[config.mk]
export PLATFORM = sky130hd
export DESIGN_NAME = hilo_muldiv_unit
export DESIGN_NICKNAME = d
export VERILOG_FILES = /design/src/rtl/hilo_muldiv_unit_pkg.sv /design/src/rtl/hilo_muldiv_unit_div_radix2.sv /design/src/rtl/hilo_muldiv_unit.sv
export SDC_FILE = /design/constraint.sdc
export NUM_CORES = 2
export LEC_CHECK = 0
export BUFFER_PORTS_ARGS = -buffer_cell sky130_fd_sc_hd__buf_4
export CAP_MARGIN = 30
export CORE_UTILIZATION = 35
export DETAILED_ROUTE_END_ITERATION = 8
export SETUP_SLACK_MARGIN = 0.05
export SYNTH_ARGS = -nofsm -noshare
export SYNTH_HDL_FRONTEND = slang
export SYNTH_HIERARCHICAL = 1
export SYNTH_SLANG_ARGS = --single-unit
[constraint.sdc]
create_clock -name clk -period 8.9 [get_ports clk]
set_input_delay 0.445 -clock clk [delete_from_list [all_inputs] [get_ports clk]]
set_output_delay 0.445 -clock clk [all_outputs]
set_load 0.02 [all_outputs]
[src/rtl/hilo_muldiv_unit_pkg.sv]
// Shared ALU control codes and helpers for the HI/LO multiply/divide unit.
// Only the four multi-cycle codes are decoded by hilo_muldiv_unit. The other
// codes are listed so that callers and benches can name them.
package hilo_muldiv_unit_pkg;

    localparam int unsigned ALU_CTRL_W = 5;

    typedef logic [ALU_CTRL_W-1:0] alu_ctrl_t;

    localparam alu_ctrl_t ADD_CONTROL   = 5'b00010;
    localparam alu_ctrl_t MULT_CONTROL  = 5'b10100;
    localparam alu_ctrl_t MULTU_CONTROL = 5'b10101;
    localparam alu_ctrl_t DIV_CONTROL   = 5'b10110;
    localparam alu_ctrl_t DIVU_CONTROL  = 5'b10111;

    function automatic logic is_mul_code(input alu_ctrl_t c);
        return (c == MULT_CONTROL) || (c == MULTU_CONTROL);
    endfunction

    function automatic logic is_div_code(input alu_ctrl_t c);
        return (c == DIV_CONTROL) || (c == DIVU_CONTROL);
    endfunction

    function automatic logic is_signed_code(input alu_ctrl_t c);
        return (c == MULT_CONTROL) || (c == DIV_CONTROL);
    endfunction

endpackage

[src/rtl/hilo_muldiv_unit_div_radix2.sv]
// Iterative restoring divider producing one quotient bit per cycle.
//   clk, resetn      : clock, asynchronous active-low reset
//   start            : latch operands and begin DATA_W iterations
//   signed_op        : treat operands as two's complement
//   dividend/divisor : operands, sampled on start
//   cancel           : abandon the current division
//   busy             : iterations in progress
//   done             : one-cycle pulse in the cycle after the last iteration
//   quotient         : sign-corrected quotient (all ones on divide by zero)
//   remainder        : sign-corrected remainder (takes the dividend's sign)
module div_radix2
    import hilo_muldiv_unit_pkg::*;
#(
    parameter int unsigned DATA_W = 32
) (
    input  logic              clk,
    input  logic              resetn,
    input  logic              start,
    input  logic              signed_op,
    input  logic [DATA_W-1:0] dividend,
    input  logic [DATA_W-1:0] divisor,
    input  logic              cancel,
    output logic              busy,
    output logic              done,
    output logic [DATA_W-1:0] quotient,
    output logic [DATA_W-1:0] remainder
);

    localparam int unsigned CNT_W = $clog2(DATA_W + 1);

    logic              busy_q;
    logic              done_q;
    logic [CNT_W-1:0]  cnt_q;
    logic [DATA_W-1:0] rem_q;
    logic [DATA_W-1:0] quo_q;
    logic [DATA_W-1:0] dvs_q;
    logic              q_neg_q;
    logic              r_neg_q;
    logic              dz_q;

    logic [DATA_W-1:0] a_mag;
    logic [DATA_W-1:0] b_mag;
    logic [DATA_W:0]   shifted;
    logic [DATA_W:0]   trial;
    logic [DATA_W-1:0] rem_nx;
    logic [DATA_W-1:0] quo_nx;

    always_comb begin
        a_mag = (signed_op && dividend[DATA_W-1]) ? -dividend : dividend;
        b_mag = (signed_op && divisor[DATA_W-1])  ? -divisor  : divisor;
    end

    // quo_q doubles as the dividend shift register: its MSB feeds the
    // partial remainder while quotient bits enter at the LSB.
    always_comb begin
        shifted = {rem_q, quo_q[DATA_W-1]};
        trial   = shifted - {1'b0, dvs_q};
        if (!trial[DATA_W]) begin
            rem_nx = trial[DATA_W-1:0];
            quo_nx = {quo_q[DATA_W-2:0], 1'b1};
        end else begin
            rem_nx = shifted[DATA_W-1:0];
            quo_nx = {quo_q[DATA_W-2:0], 1'b0};
        end
    end

    always_ff @(posedge clk or negedge resetn) begin
        if (!resetn) begin
            busy_q  <= 1'b0;
            done_q  <= 1'b0;
            cnt_q   <= '0;
            rem_q   <= '0;
            quo_q   <= '0;
            dvs_q   <= '0;
            q_neg_q <= 1'b0;
            r_neg_q <= 1'b0;
            dz_q    <= 1'b0;
        end else begin
            done_q <= 1'b0;
            if (cancel) begin
                busy_q <= 1'b0;
            end else if (start) begin
                busy_q  <= 1'b1;
                cnt_q   <= '0;
                rem_q   <= '0;
                quo_q   <= a_mag;
                dvs_q   <= b_mag;
                q_neg_q <= signed_op && (dividend[DATA_W-1] ^ divisor[DATA_W-1]);
                r_neg_q <= signed_op && dividend[DATA_W-1];
                dz_q    <= (divisor == '0);
            end else if (busy_q) begin
                rem_q <= rem_nx;
                quo_q <= quo_nx;
                cnt_q <= cnt_q + 1'b1;
                if (cnt_q == CNT_W'(DATA_W - 1)) begin
                    busy_q <= 1'b0;
                    done_q <= 1'b1;
                end
            end
        end
    end

    // Divide by zero leaves |dividend| in the remainder; re-applying the
    // dividend's sign restores the original dividend, so only the quotient
    // needs overriding.
    always_comb begin
        quotient  = dz_q ? '1 : (q_neg_q ? -quo_q : quo_q);
        remainder = r_neg_q ? -rem_q : rem_q;
    end

    assign busy = busy_q;
    assign done = done_q;

endmodule

[src/rtl/hilo_muldiv_unit.sv]
// HI/LO register owner for MULT/MULTU/DIV/DIVU plus MTHI/MTLO writes.
//   clk, resetn     : clock, asynchronous active-low reset
//   alu_control     : operation code; only the four mul/div codes are acted on
//   start           : execute stage holds a valid instruction
//   src_a, src_b    : rs / rt operands
//   cancel          : flush; abandons any in-flight operation
//   hi_we, lo_we    : MTHI / MTLO write enables, hilo_wdata is the data
//   stall           : hold the pipeline (combinational)
//   done            : one-cycle pulse in the completion cycle
//   hi, lo          : architectural HI/LO registers
module hilo_muldiv_unit
    import hilo_muldiv_unit_pkg::*;
#(
    parameter int unsigned DATA_W  = 32,
    parameter int unsigned MUL_LAT = 2
) (
    input  logic              clk,
    input  logic              resetn,
    input  logic [4:0]        alu_control,
    input  logic              start,
    input  logic [DATA_W-1:0] src_a,
    input  logic [DATA_W-1:0] src_b,
    input  logic              cancel,
    input  logic              hi_we,
    input  logic              lo_we,
    input  logic [DATA_W-1:0] hilo_wdata,
    output logic              stall,
    output logic              done,
    output logic [DATA_W-1:0] hi,
    output logic [DATA_W-1:0] lo
);

    localparam int unsigned CNT_W = $clog2(DATA_W + 1);

    typedef enum logic [1:0] {
        ST_IDLE,
        ST_MUL,
        ST_DIV,
        ST_FIX
    } state_t;

    state_t             state_q, state_d;
    logic [CNT_W-1:0]   cnt_q, cnt_d;

    logic               accept;
    logic               mul_last;
    logic               complete;

    logic [DATA_W-1:0]   ma_q, mb_q;
    logic                msgn_q;
    logic [2*DATA_W-1:0] ea, eb, prod0, mul_res;

    logic               div_busy, div_done;
    logic [DATA_W-1:0]  div_quo, div_rem;
    logic [DATA_W-1:0]  res_hi, res_lo;

    assign accept = (state_q == ST_IDLE) && start && !cancel &&
                    (is_mul_code(alu_control) || is_div_code(alu_control));

    assign mul_last = (state_q == ST_MUL) && (cnt_q == CNT_W'(MUL_LAT - 1));
    assign complete = (mul_last || (state_q == ST_FIX)) && !cancel;

    assign stall = accept ||
                   ((state_q != ST_IDLE) && !mul_last && (state_q != ST_FIX) && !cancel);
    assign done  = complete;

    always_comb begin
        state_d = state_q;
        cnt_d   = cnt_q;
        case (state_q)
            ST_IDLE: begin
                if (accept) begin
                    state_d = is_mul_code(alu_control) ? ST_MUL : ST_DIV;
                    cnt_d   = '0;
                end
            end
            ST_MUL: begin
                cnt_d = cnt_q + 1'b1;
                if (mul_last) state_d = ST_IDLE;
            end
            ST_DIV: begin
                cnt_d = cnt_q + 1'b1;
                if (cnt_q == CNT_W'(DATA_W - 1)) state_d = ST_FIX;
            end
            ST_FIX:  state_d = ST_IDLE;
            default: state_d = ST_IDLE;
        endcase
        if (cancel && (state_q != ST_IDLE)) state_d = ST_IDLE;
    end

    always_ff @(posedge clk or negedge resetn) begin
        if (!resetn) begin
            state_q <= ST_IDLE;
            cnt_q   <= '0;
        end else begin
            state_q <= state_d;
            cnt_q   <= cnt_d;
        end
    end

    // Multiply: operand latch is the first of MUL_LAT register stages.
    always_ff @(posedge clk or negedge resetn) begin
        if (!resetn) begin
            ma_q   <= '0;
            mb_q   <= '0;
            msgn_q <= 1'b0;
        end else if (accept && is_mul_code(alu_control)) begin
            ma_q   <= src_a;
            mb_q   <= src_b;
            msgn_q <= is_signed_code(alu_control);
        end
    end

    // A 2*DATA_W product of sign- or zero-extended operands is exact for
    // both signednesses.
    always_comb begin
        ea    = msgn_q ? {{DATA_W{ma_q[DATA_W-1]}}, ma_q} : {{DATA_W{1'b0}}, ma_q};
        eb    = msgn_q ? {{DATA_W{mb_q[DATA_W-1]}}, mb_q} : {{DATA_W{1'b0}}, mb_q};
        prod0 = ea * eb;
    end

    if (MUL_LAT == 1) begin : g_mul_lat1
        assign mul_res = prod0;
    end else begin : g_mul_pipe
        logic [2*DATA_W-1:0] pipe_q [MUL_LAT-1];
        always_ff @(posedge clk or negedge resetn) begin
            if (!resetn) begin
                for (int unsigned i = 0; i < MUL_LAT - 1; i++) pipe_q[i] <= '0;
            end else begin
                pipe_q[0] <= prod0;
                for (int unsigned i = 1; i < MUL_LAT - 1; i++) pipe_q[i] <= pipe_q[i-1];
            end
        end
        assign mul_res = pipe_q[MUL_LAT-2];
    end

    div_radix2 #(
        .DATA_W (DATA_W)
    ) u_div (
        .clk       (clk),
        .resetn    (resetn),
        .start     (accept && is_div_code(alu_control)),
        .signed_op (is_signed_code(alu_control)),
        .dividend  (src_a),
        .divisor   (src_b),
        .cancel    (cancel),
        .busy      (div_busy),
        .done      (div_done),
        .quotient  (div_quo),
        .remainder (div_rem)
    );

    always_comb begin
        if (state_q == ST_MUL) begin
            res_hi = mul_res[2*DATA_W-1:DATA_W];
            res_lo = mul_res[DATA_W-1:0];
        end else begin
            res_hi = div_rem;
            res_lo = div_quo;
        end
    end

    // Completion result takes priority over a same-cycle MTHI/MTLO.
    always_ff @(posedge clk or negedge resetn) begin
        if (!resetn) begin
            hi <= '0;
            lo <= '0;
        end else if (complete) begin
            hi <= res_hi;
            lo <= res_lo;
        end else begin
            if (hi_we) hi <= hilo_wdata;
            if (lo_we) lo <= hilo_wdata;
        end
    end

    a_no_write_while_busy: assert property (
        @(posedge clk) disable iff (!resetn)
        !((hi_we || lo_we) && (state_q != ST_IDLE) && !complete)
    ) else $error("MTHI/MTLO write while mul/div in flight");

    a_div_core_busy: assert property (
        @(posedge clk) disable iff (!resetn)
        (state_q == ST_DIV) |-> div_busy
    ) else $error("divider core idle during DIV state");

    a_div_core_done: assert property (
        @(posedge clk) disable iff (!resetn)
        (state_q == ST_FIX) |-> div_done
    ) else $error("divider core result not ready in FIX state");

endmodule
[Yosys cells after proc, flatten, opt, wreduce, memory -nomap -nowiden]
Cells that the tools add are included.
Word-level totals
  bits in registers: 307
  input port bits: 107
  output and inout port bits: 66
Operators by class
  $add $sub $neg: 7
  multiply operators: 1
  eq/ne operators: 15
  mux-type cells: 33
  bitwise gates (word level): 2
  reduce and logical (&&, ||, !) cells: 34
Operator list (count)
  $mux 32: 16
  $mux 64: 2
  $neg 32->32: 4
  $mul 64x64->64: 1
  $sub 33x32->33: 1
  $logic_not 32->1: 1
  $eq 5x5->1 const B: 4
  $mux 6: 3
  $logic_and 1x1->1: 14
  $add 6x1->6 const B: 2
  $eq 6x5->1 const B: 2
  $pmux 6 s2: 1
  $mux 2: 5
  $reduce_bool 2->1: 5
  $pmux 2 s4: 1
  $eq 6x1->1 const B: 1
  $logic_or 1x1->1: 6
  $ne 3x2->1 const B: 2
  $reduce_and 2->1: 3
  $mux 1: 5
  $eq 2x2->1 const B: 2
  $ne 2x2->1 const B: 2
  $ne 3x3->1 const B: 1
  $reduce_and 3->1: 1
  other kinds (6): 7

[Longest topological paths before layout]
  depth in word-level cells: 7
  depth in mapped cells: 37
  depth with buffers taken out: 33

[Hierarchy]
The synthesis kept the hierarchy.
By module, submodules not included
  hilo_muldiv_unit: instances 1, cells an instance 5680, area an instance 55837.3 sq um, seq. area each 5029.8 sq um
  div_radix2: instances 1, cells an instance 1159, area an instance 9120.0 sq um, seq. area each 2677.6 sq um

[Worst setup path after synthesis]
OpenSTA, ideal clock, no wires.
  path kind: register to register
  start point: register msgn_q
  end point: register g_mul_pipe.pipe_q[61] in the netlist's numbering
  library setup time: 86 ps
  arrival time: 8908 ps
  required time: 8814 ps
  path slack: -94 ps
  stages on the path, launching flop included: 31
  buffers on the path: 3
  path through: dfrtp_1 -> and2_1 -> clkbuf_1 -> clkbuf_1 -> nand2_1 -> fa_1 -> inv_1 -> fa_1 -> fa_1 -> inv_1 -> fa_1 -> inv_1 -> fa_1 -> fa_1 -> fa_1 -> fa_1 -> fa_1 -> fa_1 -> ha_1 -> clkbuf_1 -> a21o_1 -> a21o_1 -> a21o_1 -> a21oi_1 -> nor2b_1 -> o21ai_0 -> nand2b_1 -> a21oi_1 -> mux2i_1 -> o21ai_0 -> nor3_1
On the way
  word-level cells in the longest chain between the ends: 2
  elaborated cells between the ends (all ways): 3
  classes of those cells: 1 x mul; 2 x mux
RTL lines
  start: declaration: RTL line hilo_muldiv_unit.sv:50  | logic msgn_q;
  start signal: assignment: RTL line hilo_muldiv_unit.sv:110  | msgn_q <= is_signed_code(alu_control);
  $mux 64, on equally long branches: RTL line hilo_muldiv_unit.sv:117, hilo_muldiv_unit.sv:118
  $mul 64x64->64 *: RTL line hilo_muldiv_unit.sv:119  | prod0 = ea * eb;
  named net prod0[61]: RTL line hilo_muldiv_unit.sv:51  | logic [2*DATA_W-1:0] ea, eb, prod0, mul_res;
  end: declaration: RTL line hilo_muldiv_unit.sv:125  | logic [2*DATA_W-1:0] pipe_q [MUL_LAT-1];
The timed path passes the listed nets; every way through them passes the cells marked *.
A chain may end at the register's enable or synchronous reset.

[Worst setup path after layout]
  start point: register msgn_q
  end point: register g_mul_pipe.pipe_q[58] in the netlist's numbering
The elaborated chain is that of the path after synthesis.

==> impl_metrics.yaml <==
setup_path:
  slowest_delay_ps: 580
  setup.worst_path.end_class: "flip-flop"
  crit_top_cell: "fa_1"
  reg2reg_depth: 33
  cp.arrival_ps: 9230
  crit_slowest_cell: "fa_1"
  reg2reg_to: "g_mul_pipe.pipe_q[58]$_DFF_PN0_"
  crit_type: "flip-flop to flip-flop"
  cp_max_fo: 6
  rrSetupSlack_ps: 180
  required_ps: 9420
  r2r-start: "msgn_q$_DFFE_PN0P_"
  cp-start-kind: "flip-flop"
cells_and_area:
  instances_no_fill: 9511
  fin_area_mm2: 0.0732
  syn_to_final_growth_pct: 12.7
  final_util: 0.398
  layout-drive-gt1-share: 0.110
  nets: 8896
sta:
  min_period_over_period: 0.979
  rsz0062_at_grt: "yes"
  fmax_mhz: 115
  setup_tns_ps: 0
  finalHoldViolCount: 0
  max_slew_margin: 0.317
  fin_worst_skew_ps: 59.4
  whs_ps: 118
  finalSetupViolCount: 0
  tightest_slew_ps: 998
  fin_ws_ps: 184
  layout_min_cycle_time_ps: 8720
  drv_slew: 0
detailed_routing:
  post-route-drc-count: 0
  dr.pass1.iters: 6
  dr_wl_met3_um: 17800
  viasPerCell: 4.99
  highest_layer: "met5"
  initialDrtViolationCount: 3545
  routed_wl_um: 205000
  num_vias: 47416
  wl_met2_um: 92700
  wire_per_inst_um: 21.6
  route.antenna.remaining_nets: 0
  wl_met1_um: 89800
flow_run:
  cap_violations: 0
power_and_ir_drop:
  powerDensity_mw_per_mm2: 389
  leakage_nw: 36.8
  power_mw: 28.4
  irDropWorstVdd_v: 0.000419
min_path:
  hp-class: "input port to flip-flop"
  holdPathEnd: "mb_q[29]$_DFFE_PN0P_"
  min_from: "src_b[29]"
  hold_path_depth: 2
floorplanning:
  die_area_mm2: 0.187
  fp-row-count: 157
  dieHeight_um: 433
  fp.dieW_um: 433
  start_util: 0.353
  io_pins: 173
  core-area_mm2: 0.184
yosys:
  syn_inst: 6837
  yosysWarningCount: 6
  synth_area_mm2: 0.0649
  syn_area_per_cell_um2: 9.50
  synth_nets: 8719
placement:
  dpl.cell_count: 9415
  place_area_mm2: 0.0710
  post-place-ws_ps: -119
  numPortBuffers: 172
  gp_congestion: 0.965
  post-dp-hpwl_um: 169000
grt:
  antenna_found_initial: 16
  grt_max_degree: 108
  grtUsageTotal: 0.222
  grt_pass1_wl_um: 315000
  first_global_vias: 51427
  grt_overflow: 0
cts:
  clock_latency_ps: 620
  h-tree-depth: 2
  path_clk_slew_ps: 70
  clockRootBuffer: "clkbuf_16"
  cts_tree: "done"
  cts_made_buffers: 38
  tritoncts_num_sinks: 307
  cts_buffer_depth: 3
outcome:
  status: "completed"
-- layer usage --
metal  global-route usage  vias to the layer above
li1                     -                    20929
met5                    0                        -
met1                0.312                    24594
met2                0.352                     1666
met3               0.0436                      223
met4               0.0491                        4
-- placed cells by master (no fill, tap or decap), types with 82 or more instances in the layout --
cell,count
dfrtp_1,294
xor2_1,93
and2_1,576
a21oi_1,204
fa_1,1390
ha_1,347
nor2_1,103
o21ai_0,122
nor2b_1,82
inv_1,1543
xnor2_1,160
nand2_1,703
buf_4,405
-- critical path: cells and delay by family (launching register included) --
family	cells	cell delay, ps
compound gates	5	800
fa+ha+maj	11	5300
buf+inv	12	1270
flops	1	410
simple gates	5	850
-- final cells by class --
| class | count | area [um^2] |
|---|---|---|
| multi-input cells | 4613 | 50500 |
| inverters | 1564 | 5870 |
| flip-flops and latches | 307 | 7700 |
| clock inverters | 24 | 385 |
| repair buffers | 490 | 4640 |
| clock buffers | 46 | 1020 |
| fillers | 18063 | 110000 |
| diodes | 3 | 7.51 |
| well taps | 2464 | 3080 |
-- state kept, by name, indices dropped and copies added, names as in the netlist --
register,count
g_mul_pipe.pipe_q,64
state_q,2
u_div/quo_q,32
ma_q,32
u_div/dz_q,1
u_div/q_neg_q,1
lo,32
u_div/busy,1
u_div/cnt_q,6
u_div/dvs_q,32
msgn_q,1
hi,32
u_div/rem_q,32
mb_q,32
cnt_q,6
u_div/r_neg_q,1
-- power by group --
group	leakage, nW	switching, mW	total [mW]	internal (mW)
sequential	3.97	0.365	2.32	1.95
clock	0.676	0.766	1.81	1.05
combinational	32.2	14.0	24.3	10.4
total	36.8	15.1	28.4	13.4
-- how the worst max path moves through the flow --
stage | startpoint | endpoint | slack, ps | cells past startpoint
global placement | msgn_q$_DFFE_PN0P_ | g_mul_pipe.pipe_q[54]$_DFF_PN0_ | -4 | 31
finish | msgn_q$_DFFE_PN0P_ | g_mul_pipe.pipe_q[58]$_DFF_PN0_ | 180 | 33
detailed placement | ma_q[23]$_DFFE_PN0P_ | g_mul_pipe.pipe_q[54]$_DFF_PN0_ | -120 | 30
floorplan | msgn_q$_DFFE_PN0P_ | g_mul_pipe.pipe_q[61]$_DFF_PN0_ | 80 | 30
CTS | msgn_q$_DFFE_PN0P_ | g_mul_pipe.pipe_q[61]$_DFF_PN0_ | 50 | 31
global route | msgn_q$_DFFE_PN0P_ | g_mul_pipe.pipe_q[58]$_DFF_PN0_ | -40 | 32
-- what timing repair did --
item                                    in CTS  in global routing
endpoints found under the setup margin       8                 21
gates resized for setup                      7                151
setup buffers                                3                 14
pin swaps                                    7                 65
gates cloned                                 0                  4
hold endpoints to repair                    81                  0
hold buffers                                 1                  0
No activity file was read; power rests on OpenSTA's default activity.
